===== src/rtl/sum_sq_iter_if.sv =====
// rtl/sum_sq_iter_if.sv - I/Q sample in, sum-of-squares result out, with ready/valid handshake
interface sum_sq_iter_if #(
    parameter int DW = 8
);
    logic [DW-1:0]   i_data;
    logic [DW-1:0]   q_data;
    logic            val_i;
    logic            rdy_o;
    logic [2*DW-1:0] sum_sq_o;
    logic            val_o;

    modport master (
        output i_data, q_data, val_i,
        input  rdy_o, sum_sq_o, val_o
    );

    modport slave (
        input  i_data, q_data, val_i,
        output rdy_o, sum_sq_o, val_o
    );
endinterface


===== src/rtl/sum_sq_iter.sv =====
// rtl/sum_sq_iter.sv - serial shift-add I^2 + Q^2 stage; SUM_SQ_EARLY_EXIT_EN ends CALC once multipliers drain
module sum_sq_iter #(
    parameter int DW = 8
) (
    input  logic          clk,
    input  logic          rst,
    sum_sq_iter_if.slave  bus
);
    localparam int CW = (DW > 1) ? $clog2(DW) : 1;

    typedef enum logic [1:0] {IDLE, CALC, DONE} state_t;

    state_t          state, state_next;
    logic [2*DW-1:0] acc, mi, mq;
    logic [2*DW-1:0] acc_next;
    logic [DW-1:0]   bi, bq;
    logic [CW-1:0]   cnt;
    logic [2*DW-1:0] sum_sq;
    logic            val;
    logic            accept;

    // |x| as unsigned; the most negative value maps to 2^(DW-1), which still fits
    function automatic logic [DW-1:0] mag(input logic [DW-1:0] x);
        return x[DW-1] ? (~x + DW'(1)) : x;
    endfunction

    assign accept   = (state == IDLE) && bus.val_i;
    assign acc_next = acc + (bi[0] ? mi : '0) + (bq[0] ? mq : '0);

    always_comb begin
        state_next = state;
        case (state)
            IDLE: if (bus.val_i) state_next = CALC;
            CALC: begin
`ifdef SUM_SQ_EARLY_EXIT_EN
                if (((bi >> 1) == '0) && ((bq >> 1) == '0)) state_next = DONE;
`else
                if (cnt == CW'(DW - 1)) state_next = DONE;
`endif
            end
            DONE:    state_next = IDLE;
            default: state_next = IDLE;
        endcase
    end

    always_ff @(posedge clk) begin
        if (rst) begin
            state <= IDLE;
        end else begin
            state <= state_next;
        end
    end

    always_ff @(posedge clk) begin
        if (rst) begin
            acc    <= '0;
            mi     <= '0;
            mq     <= '0;
            bi     <= '0;
            bq     <= '0;
            cnt    <= '0;
            sum_sq <= '0;
            val    <= 1'b0;
        end else begin
            if (accept) begin
                mi  <= {{DW{1'b0}}, mag(bus.i_data)};
                mq  <= {{DW{1'b0}}, mag(bus.q_data)};
                bi  <= mag(bus.i_data);
                bq  <= mag(bus.q_data);
                acc <= '0;
                cnt <= '0;
            end else if (state == CALC) begin
                acc <= acc_next;
                mi  <= mi << 1;
                mq  <= mq << 1;
                bi  <= bi >> 1;
                bq  <= bq >> 1;
                cnt <= cnt + CW'(1);
            end
            // Result includes the final bit step, so latch the combinational sum
            if ((state == CALC) && (state_next == DONE)) begin
                sum_sq <= acc_next;
            end
            val <= (state_next == DONE);
        end
    end

    assign bus.rdy_o    = (state == IDLE);
    assign bus.sum_sq_o = sum_sq;
    assign bus.val_o    = val;
endmodule


===== src/flat_wrapper.sv =====
// flat-port wrapper written by rule: the top's interface ports become plain ports
module sum_sq_iter_flat 
#(
    parameter int DW = 8
)
  (clk, rst, bus_i_data, bus_q_data, bus_val_i, bus_rdy_o, bus_sum_sq_o, bus_val_o);
  sum_sq_iter_if #(.DW(DW)) bus_i ();
  input  logic clk;
  input  logic rst;
  input wire logic [$bits(bus_i.i_data)-1:0] bus_i_data;
  input wire logic [$bits(bus_i.q_data)-1:0] bus_q_data;
  input wire logic [$bits(bus_i.val_i)-1:0] bus_val_i;
  output wire logic [$bits(bus_i.rdy_o)-1:0] bus_rdy_o;
  output wire logic [$bits(bus_i.sum_sq_o)-1:0] bus_sum_sq_o;
  output wire logic [$bits(bus_i.val_o)-1:0] bus_val_o;
  assign bus_i.i_data = bus_i_data;
  assign bus_i.q_data = bus_q_data;
  assign bus_i.val_i = bus_val_i;
  assign bus_rdy_o = bus_i.rdy_o;
  assign bus_sum_sq_o = bus_i.sum_sq_o;
  assign bus_val_o = bus_i.val_o;
  sum_sq_iter #(.DW(DW)) u_core (.clk(clk), .rst(rst), .bus(bus_i));
endmodule

===== config.mk =====
export PLATFORM = sky130hd
export DESIGN_NAME = sum_sq_iter_flat
export DESIGN_NICKNAME = d
export VERILOG_FILES = /design/src/rtl/sum_sq_iter_if.sv /design/src/rtl/sum_sq_iter.sv /design/src/flat_wrapper.sv
export SDC_FILE = /design/constraint.sdc
export NUM_CORES = 1
export LEC_CHECK = 0
export BUFFER_PORTS_ARGS = -buffer_cell sky130_fd_sc_hd__buf_4
export CORE_MARGIN = 2
export CORE_UTILIZATION = 54
export CTS_CLUSTER_DIAMETER = 80
export DETAILED_ROUTE_END_ITERATION = 10
export GPL_ROUTABILITY_DRIVEN = 0
export PLACE_DENSITY = 0.78
export SETUP_SLACK_MARGIN = 0.2
export SYNTH_ARGS = -nofsm -noshare
export SYNTH_HDL_FRONTEND = slang
export SYNTH_SLANG_ARGS = --single-unit

===== constraint.sdc =====
create_clock -name clk -period 3.1 [get_ports clk]
set_input_delay 0.155 -clock clk [delete_from_list [all_inputs] [get_ports clk]]
set_output_delay 0.155 -clock clk [all_outputs]
set_load 0.03 [all_outputs]

# ---- Word level (Yosys, flattened, before mapping)
# Cells that the tools add are included.
# Widths: inputs -> output; s select.
dict set report word_totals {
  in_bits 19
  ff_bits 86
}
dict set report op_classes {
  bitwise 2
  n_addsub 5
  eq_ne 3
  reduce_logical 5
  n_mux 15
}
# operator n
set op_table {}
lappend op_table {{$mux 8} 10}
lappend op_table {{$add 16x16->16} 2}
lappend op_table {{$mux 16} 2}
lappend op_table {{$add 8x1->8 const B} 2}
lappend op_table {{$not 8->8} 2}
lappend op_table {{$mux 2} 2}
lappend op_table {{$pmux 2 s2} 1}
lappend op_table {{$add 3x1->3 const B} 1}
lappend op_table {{$eq 3x3->1 const B} 1}
lappend op_table {{$eq 2x1->1 const B} 1}
lappend op_table {{$eq 2x2->1 const B} 1}
lappend op_table {{$logic_and 1x1->1} 2}
lappend op_table {{$logic_not 2->1} 1}
lappend op_table {{$reduce_bool 2->1} 1}
lappend op_table {{$reduce_or 2->1} 1}

# ---- Logic depth before layout (Yosys ltp)
# Gate-level depths: netlist of run 1.
dict set report logic_depth {
  ltp_word 5
  mapped_depth 14
  ltp_nobuf 12
}

# ---- Least setup slack after synthesis of run 1
# No wires, ideal clock.
dict set report synth_timing {
  path_type {register to register}
  from {reg u_core.bq[0]}
  to {reg u_core.acc[11]}
  setup_slack_ns 0.035
  path_stages_with_launch 15
  setup_time_ns 0.074
  t_required_ns 3.026
  t_arrival_ns 2.990
  cell_sequence {dfxtp_1 > clkbuf_1 > clkbuf_1 > nand2_1 > fa_1 > inv_1 > ha_1 > inv_1 > fa_1 > nand2b_1 > a21o_1 > a21oi_1 > nor2_1 > or3_1 > a31oi_1}
}
dict set report synth_via {
  elab_chain_cells 2
}
# element line_no
set synth_lines {}
lappend synth_lines {{from (decl)} sum_sq_iter.sv:16} ;# logic [DW-1:0] bi, bq;
lappend synth_lines {{from (signal assigned)} sum_sq_iter.sv:69} ;# bq <= mag(bus.q_data);
lappend synth_lines {{from (signal assigned)} sum_sq_iter.sv:77} ;# bq <= bq >> 1;
lappend synth_lines {{$mux 16} sum_sq_iter.sv:28} ;# assign acc_next = acc + (bi[0] ? mi : '0) + (bq[0] ? mq : '0);
lappend synth_lines {{$add 16x16->16} sum_sq_iter.sv:28}
lappend synth_lines {{to (signal assigned)} sum_sq_iter.sv:73} ;# acc <= acc_next;
lappend synth_lines {{to (decl)} sum_sq_iter.sv:14} ;# logic [2*DW-1:0] acc, mi, mq;
# Every way passes these cells.
# A chain may end at the register's enable or synchronous reset.

# ---- Final worst setup path of run 1
dict set report layout_timing {
  from {reg u_core.bq[0]}
  to {reg u_core.acc[12]}
}
# Same word-level chain as after synthesis.

==> metrics.md, run 1 <==
| Metric | Value |
|---|---|
| Status | `finished, final reports clean` |
| Final Cycle Share | `91.0%` |
| CTS H-tree depth | `3` |
| Critical Path AT | `3060 ps` |
| Reg2reg start | `u_core.bq[0]$_SDFFE_PP0P_` |
| Worst Reg-to-Reg Cells | `11` |
| Vias in the first global route | `3,924` |
| Total congestion overflow | `0` |
| Yosys warning count | `0` |
| Drt wl/cell | `15.3 um` |
| Layout area overhead | `15.3%` |
| Pin slew with the least headroom to its limit | `653 ps` |
| Clock-pin slew on the worst setup and hold paths | `90 ps` |
| Clk_lat worst skew | `370 ps` |
| FF-to-FF End | `u_core.acc[12]$_SDFFE_PP0P_` |
| Most frequent cells in the layout | `nand2_1, dfxtp_1, a21oi_1, buf_4, inv_1` |
| Slowest cell delay on critical path | `610 ps` |
| Worst Path Required | `3340 ps` |
| Nets@finish | `672` |
| Fin Setup TNS | `0 ps` |
| Max-cap violations | `0` |
| Crit-path cells | `buf_4 > nand2_1 > fa_1 > inv_1 > ha_4 > a21oi_2 > o211ai_1 > and4_1 > or3_2 > nand3_1 > a21oi_1` |
| IO Pins | `37` |
| TritonCTS Buffers | `9` |
| DRT Wirelength | `11.1 mm` |
| CP startpoint kind | `flip-flop` |
| Crit end category | `flip-flop` |
| Distinct cells, synth | `43` |
| Die area | `9370 um^2` |
| Fin worst setup slack | `280 ps` |
| Antenna Violating Nets Remaining | `0` |
| Num rows | `33` |
| Filler Cell Count | `712` |
| Share of synthesized registers carrying an async set or reset | `0%` |
| Mean post-synth cell area | `7.83 um^2` |
| Crit path launch | `u_core.bq[0]$_SDFFE_PP0P_` |
| Avg Vias per Cell | `5.79` |
| R2R Setup Slk | `280 ps` |
| PwrDens | `444 nW/um^2` |
| Final setup viols | `0` |
| Syn_nets | `647` |
| Leakage dissipation | `2.16 nW` |
| Initial Util | `56.0%` |
| Global-route wire length before repair | `18.2 mm` |
| # diodes | `0` |
| Clock root buffer master | `clkbuf_8` |
| Power Total | `2.38 mW` |
| Die Height | `96.8 um` |
| Slowest CP cell | `fa_1` |
| Critical Path Fanout Max | `4` |
| Synth Flop Type | `dfxtp_1` |
| Worst slew margin | `56.3%` |
| RSZ-0062 raised after global routing | `yes` |
| CTS tree | `done` |
| Peak supply drop | `325 uV` |
| Via count | `4,219` |
| Synthesized area | `4650 um^2` |
| Synth Register Bits | `86` |
| Die X | `96.8 um` |
| Largest net degree at the start of global routing | `53` |
| Critical path endpoint | `u_core.acc[12]$_SDFFE_PP0P_` |
| Number of remaining DRC errors | `0` |
| Final min period | `2820 ps` |
| Detailed placer's ending HPWL | `7.58 mm` |
| Core area | `8300 um^2` |
| Share of layout cells above drive strength 1 | `13.9%` |
| Sequential element share of the synthesized area | `37.0%` |
| Commonest non-fill, non-tap cell in the layout | `nand2_1` |
| Total track usage | `23.4%` |
| CP Class | `flip-flop to flip-flop` |
| Post-synth EDFFs | `0` |
| PortBufs | `36` |
| Fmax | `355 MHz` |
| Initial drt markers | `218` |
| Clk buf depth | `2` |
| Synthesized instance count | `594` |
| Total clock sinks | `86` |
| Max Slew Vio Count | `0` |
| Worst Skew | `4.79 ps` |
| Min-delay worst type | `input pin to flip-flop` |
| Worst slack at placement | `185 ps` |
| Final hold viol count | `0` |
| Drt first pass iters | `5` |
| Initial antenna violation count | `0` |
-- cells in the mapped netlist (all sizes together), types with 3 or more instances --
| library cell | n | share of area (%) |
|---|---|---|
| a211oi | 24 | 4.0 |
| a21boi | 5 | 0.81 |
| a21o | 5 | 0.81 |
| a21oi | 58 | 6.2 |
| a31oi | 8 | 1.1 |
| and2 | 7 | 0.94 |
| buf | 10 | 1.1 |
| clkbuf | 24 | 1.9 |
| dfxtp | 86 | 37 |
| fa | 16 | 6.9 |
| ha | 18 | 4.8 |
| inv | 42 | 3.4 |
| mux2i | 5 | 1.1 |
| nand2 | 147 | 12 |
| nand2b | 7 | 0.94 |
| nand3 | 11 | 1.2 |
| nand4 | 3 | 0.40 |
| nor2 | 39 | 3.1 |
| o21a | 4 | 0.65 |
| o21ai | 21 | 2.3 |
| o31ai | 5 | 0.81 |
| or3 | 4 | 0.57 |
| xnor2 | 20 | 3.8 |
| xor2 | 5 | 0.94 |
-- cell families after synthesis --
| family | synth area share, % |
|---|---|
| compound gates | 18.6 |
| xor+xnor | 4.71 |
| fa+ha+maj | 11.7 |
| buf+inv | 6.40 |
| flops | 37.0 |
| mux | 1.08 |
| simple gates | 20.5 |
-- sequential cells by signal (all words and copies together) (netlist names) --
name	flops
u_core.acc	16
u_core.mq	16
u_core.bus.sum_sq_o	16
u_core.state	2
u_core.mi	16
u_core.bus.val_o	1
u_core.bq	8
u_core.cnt	3
u_core.bi	8
-- through the flow --
step	hold slack [ps]	utilization, %	instance area, um^2	std cells
after global placement	439	59.9	4970	708
after detailed placement	446	59.9	4970	708
after floorplan	313	-	4660	594
final	82.6	64.6	5360	729
after CTS	73.5	62.9	5220	724
after global routing	89.9	64.6	5360	729
-- how the worst min path moves through the flow --
stage                                    start                         end  cells past startpoint
floorplan                        bus_i_data[0]   u_core.mi[0]$_SDFFE_PP0P_                      2
global placement    u_core.acc[8]$_SDFFE_PP0P_  u_core.acc[8]$_SDFFE_PP0P_                      2
detailed placement  u_core.acc[1]$_SDFFE_PP0P_  u_core.acc[1]$_SDFFE_PP0P_                      2
CTS                              bus_q_data[0]   u_core.mq[0]$_SDFFE_PP0P_                      3
global route                     bus_q_data[0]   u_core.bq[0]$_SDFFE_PP0P_                      3
finish                           bus_q_data[0]   u_core.mq[0]$_SDFFE_PP0P_                      3
-- power breakdown --
| group | total, mW | internal (mW) | switching [mW] | leakage, nW |
|---|---|---|---|---|
| clock network | 0.934 | 0.523 | 0.411 | 0.119 |
| logic | 0.265 | 0.0989 | 0.166 | 1.34 |
| registers | 1.18 | 1.15 | 0.0333 | 0.702 |
-- worst max-delay path, delay by kind of cell, from the launching register on --
kind | cells | cell delay, ps
simple gates | 4 | 850
flops | 1 | 380
compound gates | 3 | 420
fa+ha+maj | 2 | 830
buf+inv | 2 | 210
-- layout make-up --
class | count | area (um^2) | area share (%)
clock buffers | 12 | 165 | 3.08
clock inverters | 4 | 76.3 | 1.42
inverters | 42 | 158 | 2.94
multi-input cells | 432 | 2730 | 50.9
flip-flops and latches | 86 | 1730 | 32.3
well taps | 105 | 131 | 2.45
repair buffers | 48 | 372 | 6.93
-- layer usage --
layer	track usage [%]	share of wire, %	vias up
met5	0	0	-
met4	9.10	1.9	0
met3	3.90	5.9	25
met2	36.4	47	169
met1	32.7	45	2006
li1	-	-	2019
-- timing repair --
| item | 4_1_cts | 5_1_grt |
|---|---|---|
| endpoints found under the setup margin | 2 | 10 |
| buffers inserted | 0 | 5 |
| hold buffers | 0 | 0 |
| pin swaps | 0 | 13 |
| gates resized for setup | 3 | 24 |
| cloned | 0 | 0 |
Note: power is estimated with default switching activity, not from simulation.
==> inputs of run 2 (changes only) <==
--- a/config.mk
+++ b/config.mk
@@ -7,11 +7,11 @@
 export LEC_CHECK = 0
 export BUFFER_PORTS_ARGS = -buffer_cell sky130_fd_sc_hd__buf_4
 export CORE_MARGIN = 2
-export CORE_UTILIZATION = 54
+export CORE_UTILIZATION = 28
 export CTS_CLUSTER_DIAMETER = 80
 export DETAILED_ROUTE_END_ITERATION = 10
 export GPL_ROUTABILITY_DRIVEN = 0
-export PLACE_DENSITY = 0.78
+export PLACE_DENSITY = 0.47
 export SETUP_SLACK_MARGIN = 0.2
 export SYNTH_ARGS = -nofsm -noshare
 export SYNTH_HDL_FRONTEND = slang
==> constraint.sdc (replaced) <==
create_clock -name clk -period 3.1 [get_ports clk]
set_input_delay 0.155 -clock clk [delete_from_list [all_inputs] [get_ports clk]]
set_output_delay 0.155 -clock clk [all_outputs]
set_load 0.05 [all_outputs]
==> metrics.md, run 2 (synthesized netlist as in run 1, its figures left out) <==
| Metric | Value |
|---|---|
| # diodes | `0` |
| Num rows | `47` |
| Max Slew Vio Count | `0` |
| Die area | `17,700 um^2` |
| Hold Buf Count CTS | `0` |
| Status | `finished, final reports clean` |
| PwrDens | `471 nW/um^2` |
| Layout area overhead | `20.3%` |
| Power Total | `2.63 mW` |
| Final Cycle Share | `89.3%` |
| Commonest non-fill, non-tap cell in the layout | `nand2_1` |
| Total track usage | `13.9%` |
| DRT Wirelength | `11.8 mm` |
| Final hold viol count | `0` |
| Clock root buffer master | `clkbuf_16` |
| Worst Skew | `8.38 ps` |
| Final min period | `2770 ps` |
| Peak supply drop | `238 uV` |
| PortBufs | `36` |
| Die X | `133 um` |
| Clk buf depth | `2` |
| Leakage dissipation | `2.20 nW` |
| Number of remaining DRC errors | `0` |
| Avg Vias per Cell | `4.63` |
| Fmax | `361 MHz` |
| Min-delay worst type | `input pin to flip-flop` |
| CP startpoint kind | `flip-flop` |
| Slowest CP cell | `fa_1` |
| RSZ-0062 raised after global routing | `no` |
| Drt wl/cell | `13.9 um` |
| Via count | `3,906` |
| Die Height | `133 um` |
| Initial drt markers | `200` |
| Worst slew margin | `45.5%` |
| Initial Util | `28.3%` |
| Clk_lat worst skew | `350 ps` |
| Nets@finish | `671` |
| Final setup viols | `0` |
| CTS H-tree depth | `3` |
| IO Pins | `37` |
| Antenna Violating Nets Remaining | `0` |
| CP Class | `flip-flop to flip-flop` |
| Fin Setup TNS | `0 ps` |
| Largest net degree at the start of global routing | `52` |
| Detailed placer's ending HPWL | `8.60 mm` |
| Global-route wire length before repair | `19.5 mm` |
| Initial antenna violation count | `0` |
| Critical Path AT | `3030 ps` |
| Clock-pin slew on the worst setup and hold paths | `60 ps` |
| TritonCTS Buffers | `9` |
| CTS tree | `done` |
| Crit end category | `flip-flop` |
| Pin slew with the least headroom to its limit | `818 ps` |
| Drt first pass iters | `4` |
| Core area | `16,400 um^2` |
| Share of layout cells above drive strength 1 | `13.5%` |
| Critical Path Fanout Max | `4` |
| Most frequent cells in the layout | `nand2_1, dfxtp_1, a21oi_1, buf_4, inv_1` |
| Vias in the first global route | `3,896` |
| Worst Path Required | `3360 ps` |
| Total congestion overflow | `0` |
| Setup bufs post-CTS | `0` |
| Crit-path cells | `nand2_1 > fa_1 > inv_1 > ha_1 > inv_1 > fa_1 > nand2b_4 > a21o_4 > a21oi_4 > nor2_2 > or3_1 > a31oi_1` |
| Slowest cell delay on critical path | `450 ps` |
| Total clock sinks | `86` |
| Max-cap violations | `0` |
## run 2: changes by cell type in the layout (fill, tap and decap cells not counted), sizes merged
cell | before | now
inv | 43 | 42
clkinv | 0 | 3
buf | 48 | 47
clkbuf | 12 | 11
clkinvlp | 1 | 0
## run 2: report_power, final
group | total, mW | switching [mW] | leakage [nW] | internal, mW
combinational | 0.269 | 0.169 | 1.34 | 0.0999
sequential | 1.18 | 0.0317 | 0.701 | 1.15
clock | 1.19 | 0.457 | 0.160 | 0.730
## run 2: worst paths after layout
path                                            startpoint                          end  slack, ps  cells after the start
worst min-delay path                             bus_val_i   u_core.state[0]$_SDFF_PP0_        110                      3
worst max-delay path             u_core.bq[0]$_SDFFE_PP0P_  u_core.acc[11]$_SDFFE_PP0P_        330                     12
worst max register to register   u_core.bq[0]$_SDFFE_PP0P_  u_core.acc[11]$_SDFFE_PP0P_        330                     12
worst min register to register  u_core.acc[8]$_SDFFE_PP0P_   u_core.acc[8]$_SDFFE_PP0P_        450                      2
## run 2: layer usage
layer  up-vias  global-route usage (%)  routed length, um
met5         -                       0                  0
li1       2023                       -                  -
met1      1813                    17.4               5660
met2        58                    23.5               5530
met4         0                    4.00                157
met3        12                    3.79                408
## run 2: cell type report
type | instances | area, um^2
fill | 1746 | 10800
multi-input combinational | 432 | 2740
sequential | 86 | 1730
timing repair buffer | 47 | 364
tap | 220 | 275
clock buffer | 11 | 243
inverter | 42 | 158
clock inverter | 5 | 82.6
## run 2: metrics by stage
step                      setup slack (ps)  util, %  instance area, um^2  hold WS [ps]  instances
final                                  332     34.1                 5590           111        843
after global routing                   208     34.1                 5590           121        843
after CTS                              188     33.4                 5480           108        843
after detailed placement               179     31.4                 5150           447        827
after global placement                 231     31.4                 5150           442        827
after floorplan                        234        -                 4660           313        594
## run 2: critical path: cells and delay by family (launching register included)
kind | cells | cell delay (ps)
and+or+nand+nor | 4 | 640
DFF | 1 | 360
AOI/OAI and AO/OA | 3 | 530
adders and majority gates | 3 | 1020
buffers and inverters | 2 | 130
## run 2: repair_timing
| item | 4_1_cts | 5_1_grt |
|---|---|---|
| endpoints found under the setup margin | 3 | 15 |
| pin swaps | 0 | 3 |
| resized for setup | 2 | 24 |
| gates cloned | 0 | 0 |
